[src/rtl/pipe_hazard_unit.sv]
// Scoreboard-based hazard controller: forwarding selects,
// load-use stall and taken-branch flush for the ID instruction.
module pipe_hazard_unit #(
   parameter int RAWIDTH    = 5,
   parameter int FWD_DEPTH  = 3,
   parameter int LOAD_STALL = 1,
   parameter int SELW       = 2
) (
   input  logic               clk,
   input  logic               rst,
   input  logic               id_valid,
   input  logic [RAWIDTH-1:0] id_rs1,
   input  logic [RAWIDTH-1:0] id_rs2,
   input  logic               id_use_rs1,
   input  logic               id_use_rs2,
   input  logic [RAWIDTH-1:0] id_rd,
   input  logic               id_regwen,
   input  logic               id_is_load,
   input  logic               br_taken,
   output logic               stall,
   output logic               flush_id,
   output logic               bubble_x,
   output logic [SELW-1:0]    fwd_a,
   output logic [SELW-1:0]    fwd_b,
   output logic               x_valid
);

   typedef struct packed {
      logic               valid;
      logic [RAWIDTH-1:0] rd;
      logic               regwen;
      logic               is_load;
   } slot_t;

   slot_t t [1:FWD_DEPTH];

   logic [SELW-1:0] sel_a, sel_b;
   logic            ld_a, ld_b;
   logic            flush, advance;

   // Scan oldest to nearest so the nearest match overwrites.
   always_comb begin
      sel_a = '0;
      sel_b = '0;
      ld_a  = 1'b0;
      ld_b  = 1'b0;
      for (int k = FWD_DEPTH; k >= 1; k--) begin
         if (t[k].valid && t[k].regwen && id_use_rs1 &&
             id_rs1 != '0 && t[k].rd == id_rs1) begin
            sel_a = SELW'(k);
            ld_a  = t[k].is_load && (k <= LOAD_STALL);
         end
         if (t[k].valid && t[k].regwen && id_use_rs2 &&
             id_rs2 != '0 && t[k].rd == id_rs2) begin
            sel_b = SELW'(k);
            ld_b  = t[k].is_load && (k <= LOAD_STALL);
         end
      end
   end

   assign x_valid  = t[1].valid;
   assign flush    = br_taken && x_valid;
   assign flush_id = flush;
   assign stall    = id_valid && !flush && (ld_a || ld_b);
   assign bubble_x = stall || flush;
   assign advance  = id_valid && !stall && !flush;

   always_ff @(posedge clk or negedge rst) begin
      if (!rst) begin
         for (int k = 1; k <= FWD_DEPTH; k++) begin
            t[k] <= '0;
         end
         fwd_a <= '0;
         fwd_b <= '0;
      end else begin
         for (int k = 2; k <= FWD_DEPTH; k++) begin
            t[k] <= t[k-1];
         end
         if (advance) begin
            t[1]  <= {1'b1, id_rd, id_regwen, id_is_load};
            fwd_a <= sel_a;
            fwd_b <= sel_b;
         end else begin
            t[1]  <= '0;
            fwd_a <= '0;
            fwd_b <= '0;
         end
      end
   end

endmodule

[config.mk]
export PLATFORM = sky130hd
export DESIGN_NAME = pipe_hazard_unit
export DESIGN_NICKNAME = d
export VERILOG_FILES = /design/src/rtl/pipe_hazard_unit.sv
export SDC_FILE = /design/constraint.sdc
export NUM_CORES = 1
export LEC_CHECK = 0
export ABC_AREA = 1
export CORE_MARGIN = 2
export CORE_UTILIZATION = 46
export CTS_CLUSTER_DIAMETER = 200
export DETAILED_ROUTE_END_ITERATION = 16
export PLACE_DENSITY_LB_ADDON = 0.25
export SYNTH_ARGS = -nofsm -noshare
export SYNTH_HDL_FRONTEND = slang
export SYNTH_SLANG_ARGS = --single-unit
[constraint.sdc]
create_clock -name clk -period 3.7 [get_ports clk]
set_input_delay 0.37 -clock clk [delete_from_list [all_inputs] [get_ports clk]]
set_output_delay 0.37 -clock clk [all_outputs]
set_load 0.01 [all_outputs]
==> impl_metrics.tcl, run 1 <==
set metrics [dict create \
    min_period_ns 2.552 \
    grt_max_degree 27 \
    crit_type "in2out" \
    die_x_um 60.15 \
    drtIter0Drc 58 \
    post-route-util_pct 61.24 \
    insertion_delay_ns 0.32 \
    worstMarginPinSlew_ns 0.3508 \
    syn_nets 225 \
    critical_path_arrival_ns 2.18 \
    firstDrtPassIters 4 \
    cts-resized-gates 0 \
    setup_ws_ns 1.148 \
    max_stage_delay_ns 0.57 \
    cp-end-kind "output pin" \
    antenna_found_initial 0 \
    slew_headroom_pct 76.53 \
    n_fill_cell 264 \
    finalWirelength_um 2801 \
    synth_area_mm2 0.001450 \
    power_mw 0.6089 \
    ys_ff_latch 26 \
    r2r-start "x_valid$_DFF_PN0_" \
    core_mm2 0.003028 \
    cp.required_ns 3.33 \
    outcome "finished clean" \
    r2r-end "fwd_a[1]$_DFF_PN0_" \
    placementRows 20 \
    avgSynthCellArea_um2 7.179 \
    cts_setup_buffers 0 \
    slowest_stage "clkdlybuf4s50_1" \
    numPortBuffers 30 \
    r2r_slack_ns 2.18 \
    yosys_warnings 0 \
    finalHoldViolations 0 \
    vias 1229 \
    gp_congestion 0.8913 \
    peakVddDrop_v 0.0001862 \
    hold_path_class "in2async" \
    hpwl_um 2228 \
    fin_crit_sh_pct 68.97 \
    grt_pass1_wl_um 4843 \
    place_ws_ns 1.155 \
    cts_root_buf "clkbuf_4" \
    via_per_inst 4.389 \
    seq_area_frac_synth_pct 44.87 \
    setup_tns_ns 0 \
    p_leak_nw 0.9348 \
    grt-ovfl-total 0 \
    startpoint_type "input port" \
    use_met1_pct 25.93 \
    drive_above_1_share_pct 11.86 \
    grt_busiest_layer "met2" \
    drv_cap 0 \
    drc_errors 0 \
    synthDistinctLibCells 14 \
    placed_area_mm2 0.001802 \
    fin_area_mm2 0.001854 \
    holdWs_ns 0.3904 \
    grt_pass1_vias 1135 \
    crit_chain "clkdlybuf4s50_1 > inv_2 > nand2_1 > nor2_2 > nor2_1 > nand2_2 > nand2_2 > nand3_1 > nand2_1 > clkdlybuf4s50_1" \
    multi_input_area_um2 653.1 \
    num_antenna_cells 0 \
    pwr_density_cell_mw_per_mm2 328.3 \
    max_freq_mhz 391.8 \
    clock_path_buffers 2 \
    nets 260 \
    rr_worst_depth 9 \
    cts_tree "done" \
    holdBufCountCts 0 \
    die_h_um 60.15 \
    antenna_left 0 \
    rsz0062_at_grt "no" \
    start_util_pct 47.89 \
    path_clk_slew_ns 0.14 \
    syn2layout_area_growth_pct 27.87 \
    dp_cells 276 \
    stdcell_count 280 \
    use_met3_pct 2.165 \
    cp_max_fo 4 \
    tritoncts.num_buffers 3 \
    dieArea_mm2 0.003617 \
    final-max-slew-violation-count 0 \
    setup_viol 0 \
    grt.total_usage_pct 18.15 \
    wl_per_cell_um 10.00 \
    regArea_um2 650.6 \
    grtUsageMet2_pct 28.26 \
    h-tree-depth 1 \
    ios 31 \
    clock-sinks 26 \
    syn_inst 202 \
    skew_ns 0.003621 \
]
-- critical path, delay by kind of cell --
family	cells	cell delay (ns)
buffers and inverters	3	1.18
and+or+nand+nor	7	0.64
-- state kept, by name, indices dropped and copies added, names as in the netlist --
name     count
fwd_b        2
fwd_a        2
x_valid      1
t           21
-- worst max-delay path by stage --
| stage | startpoint | endpoint | slack (ns) |
|---|---|---|---|
| finish | id_rs1[2] | bubble_x | 1.15 |
| global route | id_rs2[1] | bubble_x | 1.02 |
| CTS | id_rs1[0] | bubble_x | 1.14 |
| detailed placement | id_rs1[3] | bubble_x | 1.15 |
| global placement | id_rs1[3] | bubble_x | 1.19 |
| floorplan | x_valid$_DFF_PN0_ | bubble_x | 2.27 |
-- power by group --
part           internal (mW)  leakage [nW]  switching [mW]  total (mW)
combinational         0.0501         0.565          0.0528       0.103
sequential             0.298         0.342          0.0131       0.311
clock                  0.110        0.0279          0.0856       0.195
-- layout make-up --
cell class              instances  area share [%]
flip-flops and latches         26           35.09
repair buffers                 31           16.60
inverters                      36           7.287
well taps                      44           2.969
multi-input cells             139           35.22
clock buffers                   3           1.215
clock inverters                 1           1.619
-- cell families after synthesis --
| kind of cell | synth area share [%] |
|---|---|
| simple gates | 36.32 |
| xor+xnor | 6.643 |
| buf+inv | 10.09 |
| flops | 44.87 |
| compound gates | 2.070 |
-- placed cells by master, fill, tap and decap left out --
cell type,instances
clkbuf_4,3
nor2_2,13
nand4_1,4
nand2_2,5
inv_2,4
bufinv_16,1
xnor2_1,11
nor2_1,23
a21oi_1,3
buf_4,1
o21ai_0,3
nand3_1,5
nor2_4,1
clkdlybuf4s50_1,30
dfrtp_1,26
nand2_1,71
inv_1,32
-- synthesized netlist by cell type --
master	n	area share, %
buf_6	1	0.78
nor2_2	13	5.6
a21oi_1	3	1.0
nor2_4	1	0.78
nand2_1	71	18
inv_1	32	8.3
xnor2_1	11	6.6
nand2_2	5	2.2
o21ai_0	3	1.0
inv_2	4	1.0
nand3_1	5	1.7
dfrtp_1	26	45
nor2_1	23	6.0
nand4_1	4	1.7
-- layer usage --
layer,vias up,share of wire (%),wire (µm)
met3,2,4.0,113
met1,539,50,1394
met2,27,45,1273
met5,-,0,0
met4,0,0.68,19
li1,661,-,-
(Power assumes the default switching activity.)
==> run 2, diff against run 1 <==
Settings changed: CORE_UTILIZATION 46 to 45.
Clock period 3.7 ns to 2.2 ns, I/O delays scaled along.
==> impl_metrics.tcl, run 2 (same netlist as run 1, synthesis figures left out) <==
set metrics [dict create \
    outcome "finished clean" \
    hpwl_um 2274 \
    pwr_density_cell_mw_per_mm2 499.8 \
    cp-end-kind "output pin" \
    final_cell_mix "71 x nand2_1, 32 x inv_1, 28 x clkdlybuf4s50_1" \
    slowest_stage "clkdlybuf4s50_1" \
    cts_setup_buffers 0 \
    holdBufCountCts 0 \
    clock-sinks 26 \
    largest_register_ffs 21 \
    grt_max_degree 27 \
    cts_tree "done" \
    nets 267 \
    cp_top_family "buffers and inverters" \
    start_util_pct 47.50 \
    max_stage_delay_ns 0.51 \
    placed_area_mm2 0.001854 \
    rsz0062_at_grt "no" \
    drv_cap 0 \
    placementRows 20 \
    regMostFlops "t" \
    clock_path_buffers 2 \
    dp_cells 283 \
    die_x_um 60.77 \
    critical_path_arrival_ns 1.76 \
    cp.required_ns 1.98 \
    tritoncts.num_buffers 3 \
    antenna_left 0 \
    drive_above_1_share_pct 14.40 \
    post-route-util_pct 61.84 \
    h-tree-depth 1 \
    startpoint_type "input port" \
    cts_root_buf "clkbuf_4" \
    ios 31 \
    stdcell_count 287 \
    r2r_slack_ns 0.73 \
    crit_type "in2out" \
    final-max-slew-violation-count 0 \
    setup_viol 0 \
    final_common_cell "nand2_1" \
    syn2layout_area_growth_pct 30.20 \
    crit_chain "clkdlybuf4s50_1 > nor2_1 > nand2_1 > nor2_2 > nor2_1 > nand2_2 > nand2_2 > nand3_1 > nand2_1 > dlygate4sd2_1" \
    finalWirelength_um 2941 \
    gp_congestion 0.8347 \
    insertion_delay_ns 0.32 \
    min_period_ns 1.977 \
    core_mm2 0.003053 \
    peakVddDrop_v 0.0003125 \
    grt_pass1_wl_um 5009 \
    die_h_um 60.77 \
    numPortBuffers 30 \
    wl_per_cell_um 10.25 \
    finalHoldViolations 0 \
    drc_errors 0 \
    cp_max_fo 5 \
    worst-path-buf-inv 2 \
    path_clk_slew_ns 0.14 \
    antenna_found_initial 0 \
    setup_tns_ns 0 \
    grt_pass1_vias 1151 \
    slew_headroom_pct 75.97 \
    max_freq_mhz 505.8 \
    power_mw 0.9436 \
    drtIter0Drc 34 \
    fin_area_mm2 0.001888 \
    p_leak_nw 0.9698 \
    vias 1271 \
    grt-ovfl-total 0 \
    worstMarginPinSlew_ns 0.3592 \
    cts-resized-gates 2 \
    via_per_inst 4.429 \
    fin_crit_sh_pct 89.87 \
    firstDrtPassIters 4 \
    num_antenna_cells 0 \
    dieArea_mm2 0.003692 \
    hold_path_class "in2async" \
    grt.total_usage_pct 18.49 \
    reg.largest.list "t x21, fwd_a x2, fwd_b x2" \
    skew_ns 0.01167 \
]
## run 2: metrics by stage
stage | hold WS, ns | setup WS, ns
after CTS | 0.2513 | 0.2112
after global routing | 0.2739 | 0.06534
after detailed placement | 0.3652 | -0.01212
final | 0.2395 | 0.2229
after floorplan | -0.07559 | 0.8959
after global placement | 0.3565 | -0.02696
## run 2: per-layer routing
layer  vias up  GRT usage (%)  share of wire, %
met3         5          2.559               4.6
li1        676              -                 -
met5         -              0                 0
met4         0          5.590               1.4
met2        30          29.03                45
met1       560          26.69                49
## run 2: final timing paths
kind / depth (start not counted) / start / to
hold / removal: 2 / rst / fwd_a[1]$_DFF_PN0_
max in group asynchronous: 2 / rst / t[14]$_DFF_PN0_
setup reg to reg: 8 / t[22]$_DFF_PN0_ / fwd_a[1]$_DFF_PN0_
setup / recovery: 10 / id_rs1[0] / bubble_x
min in group clk: 0 / t[17]$_DFF_PN0_ / t[9]$_DFF_PN0_
hold reg to reg: 0 / t[17]$_DFF_PN0_ / t[9]$_DFF_PN0_
## run 2: report_power, final
part	internal [mW]	switching (mW)
Sequential	0.501	0.0202
Combinational	0.0913	0.0924
Clock	0.101	0.138
## run 2: final cells by class
class | count | area [µm²]
Fill cell | 299 | 1165
Multi-Input combinational cell | 139 | 653.1
Sequential cell | 26 | 650.6
Timing Repair Buffer | 38 | 357.8
Inverter | 36 | 135.1
Tap cell | 44 | 55.05
Clock buffer | 4 | 36.28
